$ cat config.mk
export PLATFORM = sky130hd
export DESIGN_NAME = shift_sequencer
export DESIGN_NICKNAME = d
export VERILOG_FILES = /design/src/rtl/shift_sequencer.sv
export SDC_FILE = /design/constraint.sdc
export NUM_CORES = 1
export LEC_CHECK = 0
export CAP_MARGIN = 40
export CORE_MARGIN = 4
export CORE_UTILIZATION = 42
export CTS_CLUSTER_SIZE = 14
export DETAILED_ROUTE_END_ITERATION = 8
export PLACE_DENSITY = 0.77
export REMOVE_ABC_BUFFERS = 1
export SETUP_SLACK_MARGIN = 0.15
export SKIP_LAST_GASP = 1
export SYNTH_ARGS = -nofsm -noshare
export SYNTH_HDL_FRONTEND = slang
export SYNTH_SLANG_ARGS = --single-unit
$ cat constraint.sdc
create_clock -name iClock -period 2 [get_ports iClock]
set_input_delay 0.6 -clock iClock [delete_from_list [all_inputs] [get_ports iClock]]
set_output_delay 0.6 -clock iClock [all_outputs]
set_load 0.02 [all_outputs]
$ cat src/rtl/shift_sequencer.sv
// shift_sequencer: drives a single-step 16-bit shift register (mShiftReg) for
// multi-bit shifts and rotates. The register output is fed back to its input
// once per cycle for the requested number of steps, then the final value is
// captured. A start/busy/done handshake is presented upstream.
module shift_sequencer #(
    parameter int unsigned DATA_W = 16,
    parameter int unsigned AMT_W  = 5
) (
    input  logic              iClock,
    input  logic              iReset,
    input  logic              iStart,
    input  logic [1:0]        iOp,
    input  logic [DATA_W-1:0] iOperand,
    input  logic [AMT_W-1:0]  iAmount,
    input  logic [DATA_W-1:0] iRegQ,
    output logic [DATA_W-1:0] oRegD,
    output logic [2:0]        oRegCommand,
    output logic              oBusy,
    output logic              oDone,
    output logic [DATA_W-1:0] oResult
);

    // Plain load command for mShiftReg; the shift commands are {1'b0, op}.
    localparam logic [2:0] CmdLoad = 3'b100;

    typedef enum logic [1:0] {
        IDLE    = 2'd0,
        SHIFT   = 2'd1,
        CAPTURE = 2'd2
    } state_t;

    state_t            state;
    state_t            stateNext;
    logic [DATA_W-1:0] operandReg;
    logic [1:0]        opReg;
    logic [AMT_W-1:0]  cnt;
    logic              first;

    // State register.
    always_ff @(posedge iClock or posedge iReset) begin
        if (iReset) begin
            state <= IDLE;
        end else begin
            state <= stateNext;
        end
    end

    // Next-state decode plus the combinational interface to mShiftReg.
    always_comb begin
        stateNext   = state;
        oBusy       = 1'b0;
        oRegCommand = CmdLoad;
        oRegD       = first ? operandReg : iRegQ;
        case (state)
            IDLE: begin
                if (iStart && (iAmount != '0)) begin
                    stateNext = SHIFT;
                end
            end
            SHIFT: begin
                oBusy       = 1'b1;
                oRegCommand = {1'b0, opReg};
                if (cnt == AMT_W'(1)) begin
                    stateNext = CAPTURE;
                end
            end
            CAPTURE: begin
                oBusy     = 1'b1;
                stateNext = IDLE;
            end
            default: begin
                stateNext = IDLE;
            end
        endcase
    end

    // Request capture, step counting and result/done registers.
    always_ff @(posedge iClock or posedge iReset) begin
        if (iReset) begin
            operandReg <= '0;
            opReg      <= 2'b00;
            cnt        <= '0;
            first      <= 1'b0;
            oDone      <= 1'b0;
            oResult    <= '0;
        end else begin
            oDone <= 1'b0;
            case (state)
                IDLE: begin
                    if (iStart) begin
                        if (iAmount == '0) begin
                            // Zero amount completes immediately without using the register.
                            oResult <= iOperand;
                            oDone   <= 1'b1;
                        end else begin
                            operandReg <= iOperand;
                            opReg      <= iOp;
                            cnt        <= iAmount;
                            first      <= 1'b1;
                        end
                    end
                end
                SHIFT: begin
                    first <= 1'b0;
                    cnt   <= cnt - AMT_W'(1);
                end
                CAPTURE: begin
                    oResult <= iRegQ;
                    oDone   <= 1'b1;
                end
                default: begin
                    first <= 1'b0;
                end
            endcase
        end
    end

endmodule

==> flow_metrics.py, run 1 <==
metrics = {
    "global_route": {
        "grt_first_pass_wirelength_mm": 10.6,
        "grt_pass1_vias": 2043,
        "grt-ovfl-total": 0,
        "grt_max_degree": 21,
        "grt_usage": 0.189,
        "antenna_found_initial": 0,
    },
    "floorplanning": {
        "rows": 27,
        "io_pins": 79,
        "core_area_mm2": 0.00551,
        "die_h_um": 83.5,
        "die_x_um": 83.5,
        "dieArea_mm2": 0.00697,
        "initial_core_util": 0.435,
    },
    "synth": {
        "netlist_area_mm2": 0.00239,
        "ys_async_sr_fraction": 1.00,
        "synth_edf_count": 0,
        "seq_area_frac_synth": 0.450,
        "ys.flop_type": "dfrtp_1",
        "yosys_warnings": 0,
        "ys_seq_elements": 43,
        "synth_area_leaders": "dfrtp_1 45%, mux2_2 15%, mux2_1 12%, mux2_4 6.3%, ha_1 3.1%",
        "syn_area_per_cell_um2": 12.9,
        "synth_top_area_frac": 0.450,
        "syn-instance-count": 185,
        "yosysUniqueCellTypes": 40,
        "yosys.area.top_type": "dfrtp_1",
    },
    "timing": {
        "setup_viol": 0,
        "skew_ps": 8.52,
        "rsz0062_at_grt": "yes",
        "worstMarginPinSlew_ps": 447,
        "slew_violations": 0,
        "relSlewSlack": 0.702,
        "post-route-period-util": 0.976,
        "hold_ws_ps": 499,
        "final_hold_viol_count": 0,
        "fin_ws_ps": 47.7,
        "max_freq_mhz": 512,
        "fin_crit_ps": 1950,
    },
    "cts": {
        "clockBufferDepth": 2,
        "postCtsHoldBufs": 0,
        "cts_buffers": 5,
        "clkSinkCount": 43,
        "cts.htree.levels": 2,
        "cts-root-buf": "clkbuf_8",
        "clk_pin_slew_worst_paths_ps": 90,
        "cts_tree": "done",
        "clock_latency_ps": 300,
    },
    "place": {
        "pre_cts_ws_ps": -599,
        "place_hpwl_mm": 4.53,
        "placed_area_mm2": 0.00340,
        "place.gp.congestion": 0.855,
        "portBuffers": 78,
    },
    "detailed_routing": {
        "viasPerCell": 5.28,
        "drt_iter0_drc": 39,
        "drtPass1Iterations": 4,
        "wl_met2_mm": 3.10,
        "highest_layer": "met4",
        "drtAntennaViolNets": 0,
        "met1_length_mm": 2.92,
        "drc_errors": 0,
        "wl_per_cell_um": 17.8,
        "met3_length_um": 312,
        "vias": 1912,
        "drt-total-wl_mm": 6.44,
    },
    "final_layout": {
        "final_common_cell": "dfrtp_1",
        "final_nets": 338,
        "most-common-layout-cells": "42 x dfrtp_1, 32 x mux2_4, 32 x dlygate4sd2_1, 26 x buf_6, 21 x clkdlybuf4s50_1",
        "n_antenna_cell": 0,
        "fillers": 402,
        "final_area_mm2": 0.00375,
        "area_growth_pct": 56.8,
        "drive_above_1_share": 0.462,
    },
    "worst_hold_path": {
        "min_path_type": "register to register",
    },
    "power_and_ir_drop": {
        "power_density_mw_per_mm2": 1520,
        "finalPower_mw": 5.72,
        "p_leak_nw": 1.71,
        "irDropWorstVdd_mv": 0.760,
    },
    "job": {
        "drv_cap": 0,
    },
    "setup_path": {
        "cp_max_fo": 8,
        "endpoint_kind": "primary output",
        "worstPathArrival_ps": 1350,
        "startpoint_type": "register",
        "crit_type": "register to primary output",
        "worstPathRequired_ps": 1400,
    },
    "run_status": {
        "status": "finished clean",
    },
}
## per-layer routing
layer / track usage / vias to the layer above
li1: - / 888
met1: 0.252 / 952
met2: 0.309 / 62
met3: 0.0375 / 10
met4: 0.0629 / 0
met5: 0 / -
## sequential cells by signal, summed over array words and instances (netlist names)
register / cells
first: 1
state: 2
oResult: 16
oDone: 1
cnt: 5
operandReg: 16
opReg: 2
## through the flow
stage / TNS [ps] / instances / util
floorplan: -6660 / 175 / -
global placement: -28420 / 347 / 0.617
detailed placement: -30070 / 347 / 0.617
CTS: 0 / 358 / 0.664
global route: 0 / 362 / 0.682
finish: 0 / 362 / 0.682
## cell usage after synthesis, types with 2 or more instances
cell	count
and2_1	2
dfrtp_1	43
o21a_1	2
o22ai_1	6
a211oi_1	4
inv_1	6
mux2_4	10
mux2_1	25
clkbuf_1	6
nor2_1	8
ha_1	6
or2_2	2
mux2_2	32
buf_6	2
nand3_1	3
a21oi_1	4
## logic make-up (layout without fill, tap and decap cells)
group                    Yosys count  count (layout)  synth area share
multiplexers                      67              67             0.331
XOR/XNOR                           1               1           0.00366
buffers and inverters             16             120            0.0382
adder cells (fa/ha/maj)            6               6            0.0314
AO/OA/AOI/OAI                     26              26            0.0821
flip-flops                        43              43             0.450
AND/OR/NAND/NOR                   26              27            0.0643
## area by class of cell
class | instances | area (um2) | area share
Multi-Input combinational cell | 127 | 1430 | 0.380
Inverter | 6 | 22.5 | 0.00600
Tap cell | 72 | 90.1 | 0.0240
Sequential cell | 43 | 1080 | 0.287
Clock inverter | 1 | 5.00 | 0.00133
Timing Repair Buffer | 107 | 1050 | 0.279
Clock buffer | 6 | 82.6 | 0.0220
## final timing paths
| path | start | endpoint | slack (ps) | depth (start not counted) |
|---|---|---|---|---|
| worst max-delay path | first$_DFFE_PP0P_ | oRegD[9] | 50 | 3 |
| worst min-delay path | operandReg[5]$_DFFE_PP0P_ | operandReg[5]$_DFFE_PP0P_ | 500 | 1 |
| worst max register to register | state[1]$_DFFE_PP0P_ | oResult[9]$_DFFE_PP0P_ | 190 | 7 |
| worst min register to register | operandReg[5]$_DFFE_PP0P_ | operandReg[5]$_DFFE_PP0P_ | 500 | 1 |
| max in group asynchronous | iReset | oResult[13]$_DFFE_PP0P_ | 920 | 3 |
| min in group asynchronous | iReset | state[0]$_DFFE_PP0P_ | 610 | 2 |
## worst max-delay path: stages, from the launching register on
cell and delay, ps:
dfrtp_2 450, buf_6 160, mux2_4 310, buf_6 130
## timing repair
item,CTS,global route
gates cloned,2,1
gates resized for setup,200,18
setup buffers,2,3
pin swaps,7,8
endpoints found under the setup margin,78,58
## power by group
part / total [mW] / switching [mW] / internal, mW
logic: 3.52 / 1.58 / 1.95
clock network: 0.568 / 0.297 / 0.271
registers: 1.63 / 0.313 / 1.32
total: 5.72 / 2.19 / 3.53
(Power assumes the default switching activity.)
==> inputs of run 2 (changes only) <==
--- a/config.mk
+++ b/config.mk
@@ -6,8 +6,10 @@
 export NUM_CORES = 1
 export LEC_CHECK = 0
 export CAP_MARGIN = 40
+export CORE_ASPECT_RATIO = 1.4
 export CORE_MARGIN = 4
 export CORE_UTILIZATION = 42
+export CTS_CLUSTER_DIAMETER = 100
 export CTS_CLUSTER_SIZE = 14
 export DETAILED_ROUTE_END_ITERATION = 8
 export PLACE_DENSITY = 0.77
==> run 2 against run 1 <==
Worst hold slack barely moved. Core utilization fell by 1.3 points. Fmax rose by 1.5%. Clock skew fell by 5.5 ps. Via count fell by 3.2%. Flip-flop and latch count did not move. Cell count fell by 1.4%. Routed wire length fell by 4.5%. Combinational power fell by 4%.
==> flow_metrics.py, run 2 (synthesis results as in run 1) <==
metrics = {
    "final_layout": {
        "drive_above_1_share": 0.436,
        "final_area_mm2": 0.00369,
        "area_growth_pct": 54.3,
        "final_nets": 336,
        "fin_util": 0.668,
        "final_common_cell": "dfrtp_1",
        "n_antenna_cell": 0,
        "finalNonFillerCells": 357,
        "reg_top3": "oResult: 16 flops, operandReg: 16 flops, cnt: 5 flops",
        "most-common-layout-cells": "42 x dfrtp_1, 32 x mux2_4, 32 x dlygate4sd2_1, 24 x buf_6",
    },
    "global_route": {
        "antenna_found_initial": 0,
        "grt_pass1_vias": 2080,
        "grt-ovfl-total": 0,
        "grt_first_pass_wirelength_mm": 9.82,
        "grt_usage": 0.177,
        "grt_max_degree": 44,
    },
    "detailed_routing": {
        "vias": 1851,
        "wl_per_cell_um": 17.2,
        "wl_met2_mm": 3.49,
        "met3_length_um": 291,
        "highest_layer": "met4",
        "drt_iter0_drc": 81,
        "viasPerCell": 5.18,
        "drtPass1Iterations": 4,
        "drt-total-wl_mm": 6.15,
        "drtAntennaViolNets": 0,
        "met1_length_mm": 2.29,
        "drc_errors": 0,
    },
    "floorplanning": {
        "dieArea_mm2": 0.00699,
        "rows": 32,
        "initial_core_util": 0.433,
        "die_h_um": 97.3,
        "core_area_mm2": 0.00553,
        "io_pins": 79,
        "die_x_um": 71.8,
    },
    "setup_path": {
        "crit_type": "register to primary output",
        "worstPathRequired_ps": 1400,
        "worst_path_dominant_cell_family": "flip-flops",
        "slowest_stage": "dfrtp_1",
        "critical_path.cell_chain": "buf_6 -> mux2_4 -> buf_6",
        "path_buf_inv": 2,
        "worstPathArrival_ps": 1320,
        "max_stage_delay_ps": 420,
        "cp_max_fo": 5,
        "cpMostUsedCell": "buf_6",
        "reg2reg_slack_ps": 320,
        "startpoint": "first$_DFFE_PP0P_",
        "timing.rr.end": "oResult[10]$_DFFE_PP0P_",
        "endpoint_kind": "primary output",
        "startpoint_type": "register",
        "r2r-start": "state[0]$_DFFE_PP0P_",
        "ff2ff_path_depth": 5,
    },
    "timing": {
        "max_freq_mhz": 520,
        "relSlewSlack": 0.785,
        "rsz0062_at_grt": "yes",
        "hold_ws_ps": 499,
        "final_hold_viol_count": 0,
        "fin_crit_ps": 1920,
        "slew_violations": 0,
        "worstMarginPinSlew_ps": 322,
        "fin_ws_ps": 76.3,
        "setup_viol": 0,
        "fin_setup_tns_ps": 0,
        "skew_ps": 3.03,
        "post-route-period-util": 0.962,
    },
    "power_and_ir_drop": {
        "power.internal_mw": 3.41,
        "p_switching_mw": 2.14,
        "p_leak_nw": 1.68,
        "irDropWorstVdd_mv": 0.979,
        "swShare": 0.386,
        "power_density_mw_per_mm2": 1510,
        "clock_power_share": 0.096,
        "finalPower_mw": 5.56,
        "p_comb_frac": 0.610,
        "sequentialPowerShare": 0.293,
    },
    "worst_hold_path": {
        "hold_depth": 1,
        "holdCritStartpoint": "operandReg[2]$_DFFE_PP0P_",
        "hold_end": "operandReg[2]$_DFFE_PP0P_",
        "min_path_type": "register to register",
    },
    "place": {
        "place_hpwl_mm": 4.29,
        "pre_cts_ws_ps": -605,
        "place.gp.congestion": 0.847,
        "dp_cells": 343,
        "portBuffers": 78,
        "placed_area_mm2": 0.00338,
    },
    "cts": {
        "cts.htree.levels": 2,
        "clock_latency_ps": 290,
        "clk_pin_slew_worst_paths_ps": 80,
        "cts_buffers": 5,
        "cts_tree": "done",
        "clockBufferDepth": 2,
        "postCtsHoldBufs": 0,
        "cts-root-buf": "clkbuf_8",
        "clkSinkCount": 43,
    },
    "run_status": {
        "status": "finished clean",
    },
    "job": {
        "drv_cap": 0,
    },
}
[run 2: worst reg2reg max path: cells and delay by family, from the launching register on]
family	cells	cell delay, ps
flops	1	440
fa+ha+maj	1	190
buf+inv	2	310
mux	2	630
[run 2: power groups by stage]
stage               Combinational, mW  Clock, mW  Sequential [mW]
CTS                              3.34      0.550             1.61
global route                     3.62      0.590             1.69
floorplan                        1.55          0             1.79
detailed placement               3.07          0             1.61
finish                           3.39      0.536             1.63
global placement                 3.00          0             1.60
[run 2: what timing repair did]
item	CTS	global route
pin swaps	8	5
gates resized for setup	197	13
setup buffers	3	1
endpoints found under the setup margin	78	56
cloned	1	1
[run 2: worst max-delay path by stage]
stage / end / slack, ps / depth (start not counted)
after floorplan: oResult[10]$_DFFE_PP0P_ / -390 / 4
after global placement: operandReg[13]$_DFFE_PP0P_ / -540 / 5
after detailed placement: cnt[2]$_DFFE_PP0P_ / -600 / 6
after CTS: oRegD[10] / 80 / 3
after global routing: oRegD[6] / 10 / 3
final: oRegD[14] / 80 / 3
[run 2: area by class of cell]
cell class / instances / area (um2)
inverter: 6 / 22.5
multi-input combinational: 127 / 1410
clock buffer: 6 / 72.6
timing repair buffer: 105 / 1010
fill: 438 / 1830
tap: 68 / 85.1
clock inverter: 2 / 12.5
sequential: 43 / 1080
[run 2: per-layer routing]
metal | up-vias | GRT usage
li1 | 879 | -
met1 | 919 | 0.193
met2 | 46 | 0.337
met3 | 7 | 0.0373
met4 | 0 | 0.0434
met5 | - | 0
==> inputs of run 3 (changes only) <==
--- a/config.mk
+++ b/config.mk
@@ -5,6 +5,7 @@
 export SDC_FILE = /design/constraint.sdc
 export NUM_CORES = 1
 export LEC_CHECK = 0
+export ABC_AREA = 0
 export CAP_MARGIN = 40
 export CORE_ASPECT_RATIO = 1.4
 export CORE_MARGIN = 4
==> results of run 3 <==
No change in the layout: final DEF, timing and power equal those of run 2.
